$ cat config.mk
export PLATFORM = sky130hd
export DESIGN_NAME = naive_bus_arbiter2
export DESIGN_NICKNAME = d
export VERILOG_FILES = /design/src/rtl/naive_bus_arbiter2.sv
export SDC_FILE = /design/constraint.sdc
export NUM_CORES = 1
export LEC_CHECK = 0
export CAP_MARGIN = 20
export CORE_AREA = 2 2 161 163
export DETAILED_ROUTE_END_ITERATION = 16
export DIE_AREA = 0 0 163 165
export GPL_TIMING_DRIVEN = 0
export PLACE_DENSITY = 0.5
export REMOVE_ABC_BUFFERS = 1
export SLEW_MARGIN = 10
export SYNTH_ARGS = -nofsm -noshare
export SYNTH_HDL_FRONTEND = slang
export SYNTH_SLANG_ARGS = --single-unit
$ cat constraint.sdc
create_clock -name clk -period 2.1 [get_ports clk]
set_input_delay 0.315 -clock clk [delete_from_list [all_inputs] [get_ports clk]]
set_output_delay 0.315 -clock clk [all_outputs]
set_load 0.01 [all_outputs]
$ cat src/rtl/naive_bus_arbiter2.sv
// Two-master to one-slave naive_bus arbiter: fixed priority m0 > m1 with an m1
// starvation guard, or round-robin when NAIVE_ARB_RR_EN is defined.
module naive_bus_arbiter2 #(
  parameter int unsigned STARVE_LIMIT = 8
) (
  input  logic        clk,
  input  logic        rst_n,
  input  logic        m0_rd_req,
  input  logic        m1_rd_req,
  output logic        m0_rd_gnt,
  output logic        m1_rd_gnt,
  input  logic [31:0] m0_rd_addr,
  input  logic [31:0] m1_rd_addr,
  output logic [31:0] m0_rd_data,
  output logic [31:0] m1_rd_data,
  input  logic        m0_wr_req,
  input  logic        m1_wr_req,
  output logic        m0_wr_gnt,
  output logic        m1_wr_gnt,
  input  logic [31:0] m0_wr_addr,
  input  logic [31:0] m1_wr_addr,
  input  logic [3:0]  m0_wr_byte,
  input  logic [3:0]  m1_wr_byte,
  input  logic [31:0] m0_wr_data,
  input  logic [31:0] m1_wr_data,
  output logic        s_rd_req,
  output logic        s_wr_req,
  input  logic        s_rd_gnt,
  input  logic        s_wr_gnt,
  output logic [31:0] s_rd_addr,
  output logic [31:0] s_wr_addr,
  output logic [3:0]  s_wr_byte,
  output logic [31:0] s_wr_data,
  input  logic [31:0] s_rd_data
);

  typedef enum logic [1:0] {
    HOLD_NONE = 2'd0,
    HOLD_M0   = 2'd1,
    HOLD_M1   = 2'd2
  } hold_state_e;

  hold_state_e hold_q, hold_d;
  logic        rd_pend_q, rd_pend_d;
  logic        rd_owner_q, rd_owner_d;
  logic        req0, req1;
  logic        sel, sel_req, gnt_any;

`ifdef NAIVE_ARB_RR_EN
  logic        last_gnt_q, last_gnt_d;
`else
  localparam logic [7:0] LIMIT = 8'(STARVE_LIMIT);
  logic [7:0]  starve_cnt_q, starve_cnt_d;
`endif

  assign req0 = m0_rd_req | m0_wr_req;
  assign req1 = m1_rd_req | m1_wr_req;

  // A held master keeps the slave until it is granted or withdraws, so the
  // slave never sees its address change while it is inserting wait states.
  always_comb begin
    sel = 1'b0;
    if (hold_q == HOLD_M0 && req0) begin
      sel = 1'b0;
    end else if (hold_q == HOLD_M1 && req1) begin
      sel = 1'b1;
    end else if (req0 && req1) begin
`ifdef NAIVE_ARB_RR_EN
      sel = ~last_gnt_q;
`else
      sel = (starve_cnt_q == LIMIT);
`endif
    end else begin
      sel = req1;
    end
  end

  assign sel_req = sel ? req1 : req0;

  // Read wins over a simultaneous write from the same master.
  always_comb begin
    s_rd_req  = 1'b0;
    s_wr_req  = 1'b0;
    s_rd_addr = 32'h0;
    s_wr_addr = 32'h0;
    s_wr_byte = 4'h0;
    s_wr_data = 32'h0;
    if (!sel && req0) begin
      s_rd_req  = m0_rd_req;
      s_wr_req  = m0_wr_req & ~m0_rd_req;
      s_rd_addr = m0_rd_addr;
      s_wr_addr = m0_wr_addr;
      s_wr_byte = m0_wr_byte;
      s_wr_data = m0_wr_data;
    end else if (sel && req1) begin
      s_rd_req  = m1_rd_req;
      s_wr_req  = m1_wr_req & ~m1_rd_req;
      s_rd_addr = m1_rd_addr;
      s_wr_addr = m1_wr_addr;
      s_wr_byte = m1_wr_byte;
      s_wr_data = m1_wr_data;
    end
  end

  assign m0_rd_gnt = ~sel & s_rd_req & s_rd_gnt;
  assign m1_rd_gnt =  sel & s_rd_req & s_rd_gnt;
  assign m0_wr_gnt = ~sel & s_wr_req & s_wr_gnt;
  assign m1_wr_gnt =  sel & s_wr_req & s_wr_gnt;
  assign gnt_any   = (s_rd_req & s_rd_gnt) | (s_wr_req & s_wr_gnt);

  assign m0_rd_data = (rd_pend_q && !rd_owner_q) ? s_rd_data : 32'h0;
  assign m1_rd_data = (rd_pend_q &&  rd_owner_q) ? s_rd_data : 32'h0;

  always_comb begin
    hold_d     = HOLD_NONE;
    rd_pend_d  = s_rd_req & s_rd_gnt;
    rd_owner_d = sel;
    if (sel_req && !gnt_any) begin
      hold_d = sel ? HOLD_M1 : HOLD_M0;
    end
  end

`ifdef NAIVE_ARB_RR_EN
  assign last_gnt_d = gnt_any ? sel : last_gnt_q;
`else
  always_comb begin
    starve_cnt_d = starve_cnt_q;
    if (!req1 || m1_rd_gnt || m1_wr_gnt) begin
      starve_cnt_d = 8'h0;
    end else if (starve_cnt_q < LIMIT) begin
      starve_cnt_d = starve_cnt_q + 8'd1;
    end
  end
`endif

  always_ff @(posedge clk or negedge rst_n) begin
    if (!rst_n) begin
      hold_q       <= HOLD_NONE;
      rd_pend_q    <= 1'b0;
      rd_owner_q   <= 1'b0;
`ifdef NAIVE_ARB_RR_EN
      last_gnt_q   <= 1'b0;
`else
      starve_cnt_q <= 8'h0;
`endif
    end else begin
      hold_q       <= hold_d;
      rd_pend_q    <= rd_pend_d;
      rd_owner_q   <= rd_owner_d;
`ifdef NAIVE_ARB_RR_EN
      last_gnt_q   <= last_gnt_d;
`else
      starve_cnt_q <= starve_cnt_d;
`endif
    end
  end

endmodule

==> results.cfg <==
[outcome]
status = finished, violations left
failed_checks = setup timing

[timing]
skew_ns = 0.00169
setup_tns_ns = -81.61
hold_viol_final = 0
final-setup-viol-count = 111
setup_ws_ns = -1.04
slew_headroom_pct = 43.9
period_share_pct = 150
fmax_mhz = 318
fin_crit_ns = 3.14
rsz0062_at_grt = true
tightest_slew_ns = 0.838
drv_slew = 0

[drt]
drc_errors = 0
viasPerCell = 3.93
firstDrtPassIters = 4
wl_per_cell_um = 20.0
ant_nets = 0
drt_iter0_drc = 139
vias = 4260
wirelength_mm = 21.7

[place]
dp_cells = 992
routabilityCongestion = 0.813
io_buffer_count = 409
hpwlAfterDp_mm = 16.6

[setup_path]
critPathLaunch = starve_cnt_q[7]$_DFFE_PN0P_
rrSetupSlack_ns = -0.07
critPathMaxFanout = 5
arrival_ns = 2.83
start_kind = flip-flop
required_ns = 1.78
ff2ff_path_depth = 7
crit_type = flip-flop to primary output
rr_endpoint = starve_cnt_q[7]$_DFFE_PN0P_
reg2reg_from = starve_cnt_q[7]$_DFFE_PN0P_
end_kind = primary output

[clocking]
cts.clk_slew.worst_paths_ns = 0.04
cts_tree = yes
cts_inserted_buffers = 3
htree_levels = 1
cts.sinks = 12
ctsHoldBuffers = 0
cts_max_path_buffers = 2
root_buffer = clkbuf_16
clk_latency_ns = 0.24

[die]
io_pins = 410
dieArea_sq_um = 26900
core_sq_um = 25000
rows = 58
die-height_um = 165
die_x_um = 163
start_util_pct = 8.74

[finish]
n_fill_cell = 2703
final_common_cell = clkdlybuf4s50_1
mostFrequentLayoutCells = clkdlybuf4s50_1 (270), a22o_1 (91), buf_6 (81), buf_2 (51)
multi_input_area_sq_um = 1850
drive_above_1_share_pct = 31.7
nets = 997
layout.cells.non_filler = 1085
register_area_sq_um = 308
area_growth_pct = 262

[logic_synthesis]
ys_top_cells_by_area = a22o_1 (40%), dfrtp_1 (14%), and2_1 (10%), and3_1 (9.7%), buf_2 (3.7%)
ys_dominant_reg_cell = dfrtp_1
synth_top_cell_area_share_pct = 40.0
syn_area_sq_um = 2190
synth-seq-cells = 12
synthCells = 274
synth_edf_count = 0
synth-async-reset-ratio_pct = 100
syn_area_per_cell_sq_um = 7.98
ys_seq_area_share_pct = 13.7
synth_top_area_cell = a22o_1
yosys_warnings = 0
synthDistinctLibCells = 37

[global_route]
grt_max_degree = 37
overflow = 0
grt.total_usage_pct = 13.9
antenna_found_initial = 2
grt_pass1_vias = 4086
grt_pass1_wl_mm = 27.1

[power]
ir_drop_mv = 0.192
leakagePower_nw = 4.05
power_density_nw_per_um2 = 469

[worst_hold_path]
holdCritPathClass = input port to asynchronous set/reset pin

[flow_run]
cap_viol_max_count = 0
==> registers in the layout, summed over array words and instances, names as in the netlist <==
name          flops
hold_q            2
starve_cnt_q      8
rd_owner_q        1
rd_pend_q         1
==> metrics by stage <==
| stage | power, mW | cell area, sq um | setup slack (ns) | utilization, % | hold WS [ns] |
|---|---|---|---|---|---|
| floorplan | 1.15 | 1990 | -2.90 | - | 0.0194 |
| global placement | 2.67 | 6500 | -6.42 | 26.0 | 0.461 |
| detailed placement | 2.67 | 6630 | -2.12 | 26.5 | 0.468 |
| CTS | 3.50 | 7410 | -1.08 | 29.6 | 0.446 |
| global route | 3.92 | 7920 | -1.13 | 31.6 | 0.502 |
| finish | 3.72 | 7920 | -1.04 | 31.6 | 0.424 |
==> cells by family (layout without fill, tap and decap cells) <==
group / Yosys count / after routing / synth area share [%]
other: 0 / 1 / 0
xor gates and xnor gates: 2 / 2 / 0.801
AOI/OAI and AO/OA: 120 / 120 / 47.2
DFF: 12 / 12 / 13.7
adders and majority gates: 3 / 3 / 1.60
and+or+nand+nor: 98 / 99 / 26.7
buffers and inverters: 39 / 518 / 10.0
==> worst max-delay path, cell delays in order (launching register included) <==
cell	delay (ns)
dfrtp_1	0.38
or4_4	0.56
o211ai_2	0.17
o211ai_1	0.14
buf_4	0.17
buf_8	0.12
buf_8	0.11
buf_8	0.12
buf_8	0.12
buf_8	0.12
buf_6	0.13
buf_16	0.12
a22o_1	0.18
buf_2	0.14
==> final cells by class <==
type	instances	area share, %
inverter	6	0.284
tap	330	5.21
multi-input combinational	224	23.4
antenna	1	0.0316
clock buffer	4	1.12
timing repair buffer	508	66.1
sequential	12	3.89
==> repair_timing <==
action                                  4_1_cts  5_1_grt
pin swaps                                    23       34
gates resized for setup                     516      120
endpoints found under the hold margin         0        0
endpoints found under the setup margin      175      152
gates cloned                                 10        5
setup buffers                                47       36
==> power by group <==
group / leakage [nW] / switching, mW / internal, mW
sequential: 0.157 / 0.0353 / 0.274
combinational: 3.84 / 1.20 / 1.82
clock: 0.0442 / 0.0927 / 0.287
total: 4.05 / 1.33 / 2.38
==> layer usage <==
layer  wire length, um  up-vias  share of wire, %  track usage [%]
met5                 0        -                 0                0
met4               305        0               1.4             2.57
met3              1950        8               9.0             4.45
met2             11300      233                52             25.5
met1              8140     1971                37             15.7
li1                  -     2048                 -                -
==> how the worst max path moves through the flow <==
stage / slack [ns] / end / cells past startpoint
global placement: -6.42 / s_rd_addr[27] / 5
CTS: -1.08 / s_wr_addr[5] / 13
global route: -1.13 / s_wr_data[17] / 13
detailed placement: -2.12 / s_wr_data[6] / 13
finish: -1.04 / s_wr_addr[5] / 13
floorplan: -2.90 / s_rd_addr[0] / 3
==> cells in the mapped netlist (2+ instances only) <==
cell / count
nor2_1: 8
a21oi_1: 2
o31ai_1: 2
nor2b_1: 2
nand2_1: 4
xnor2_1: 2
buf_2: 16
a22o_1: 100
nor3_1: 3
and3_1: 34
ha_1: 2
clkbuf_1: 10
nor3b_1: 2
a22oi_1: 2
nand2b_1: 4
inv_1: 6
dfrtp_1: 12
o21ai_0: 4
buf_6: 5
or2_2: 2
and2_1: 36
No activity file was read; power rests on OpenSTA's default activity.
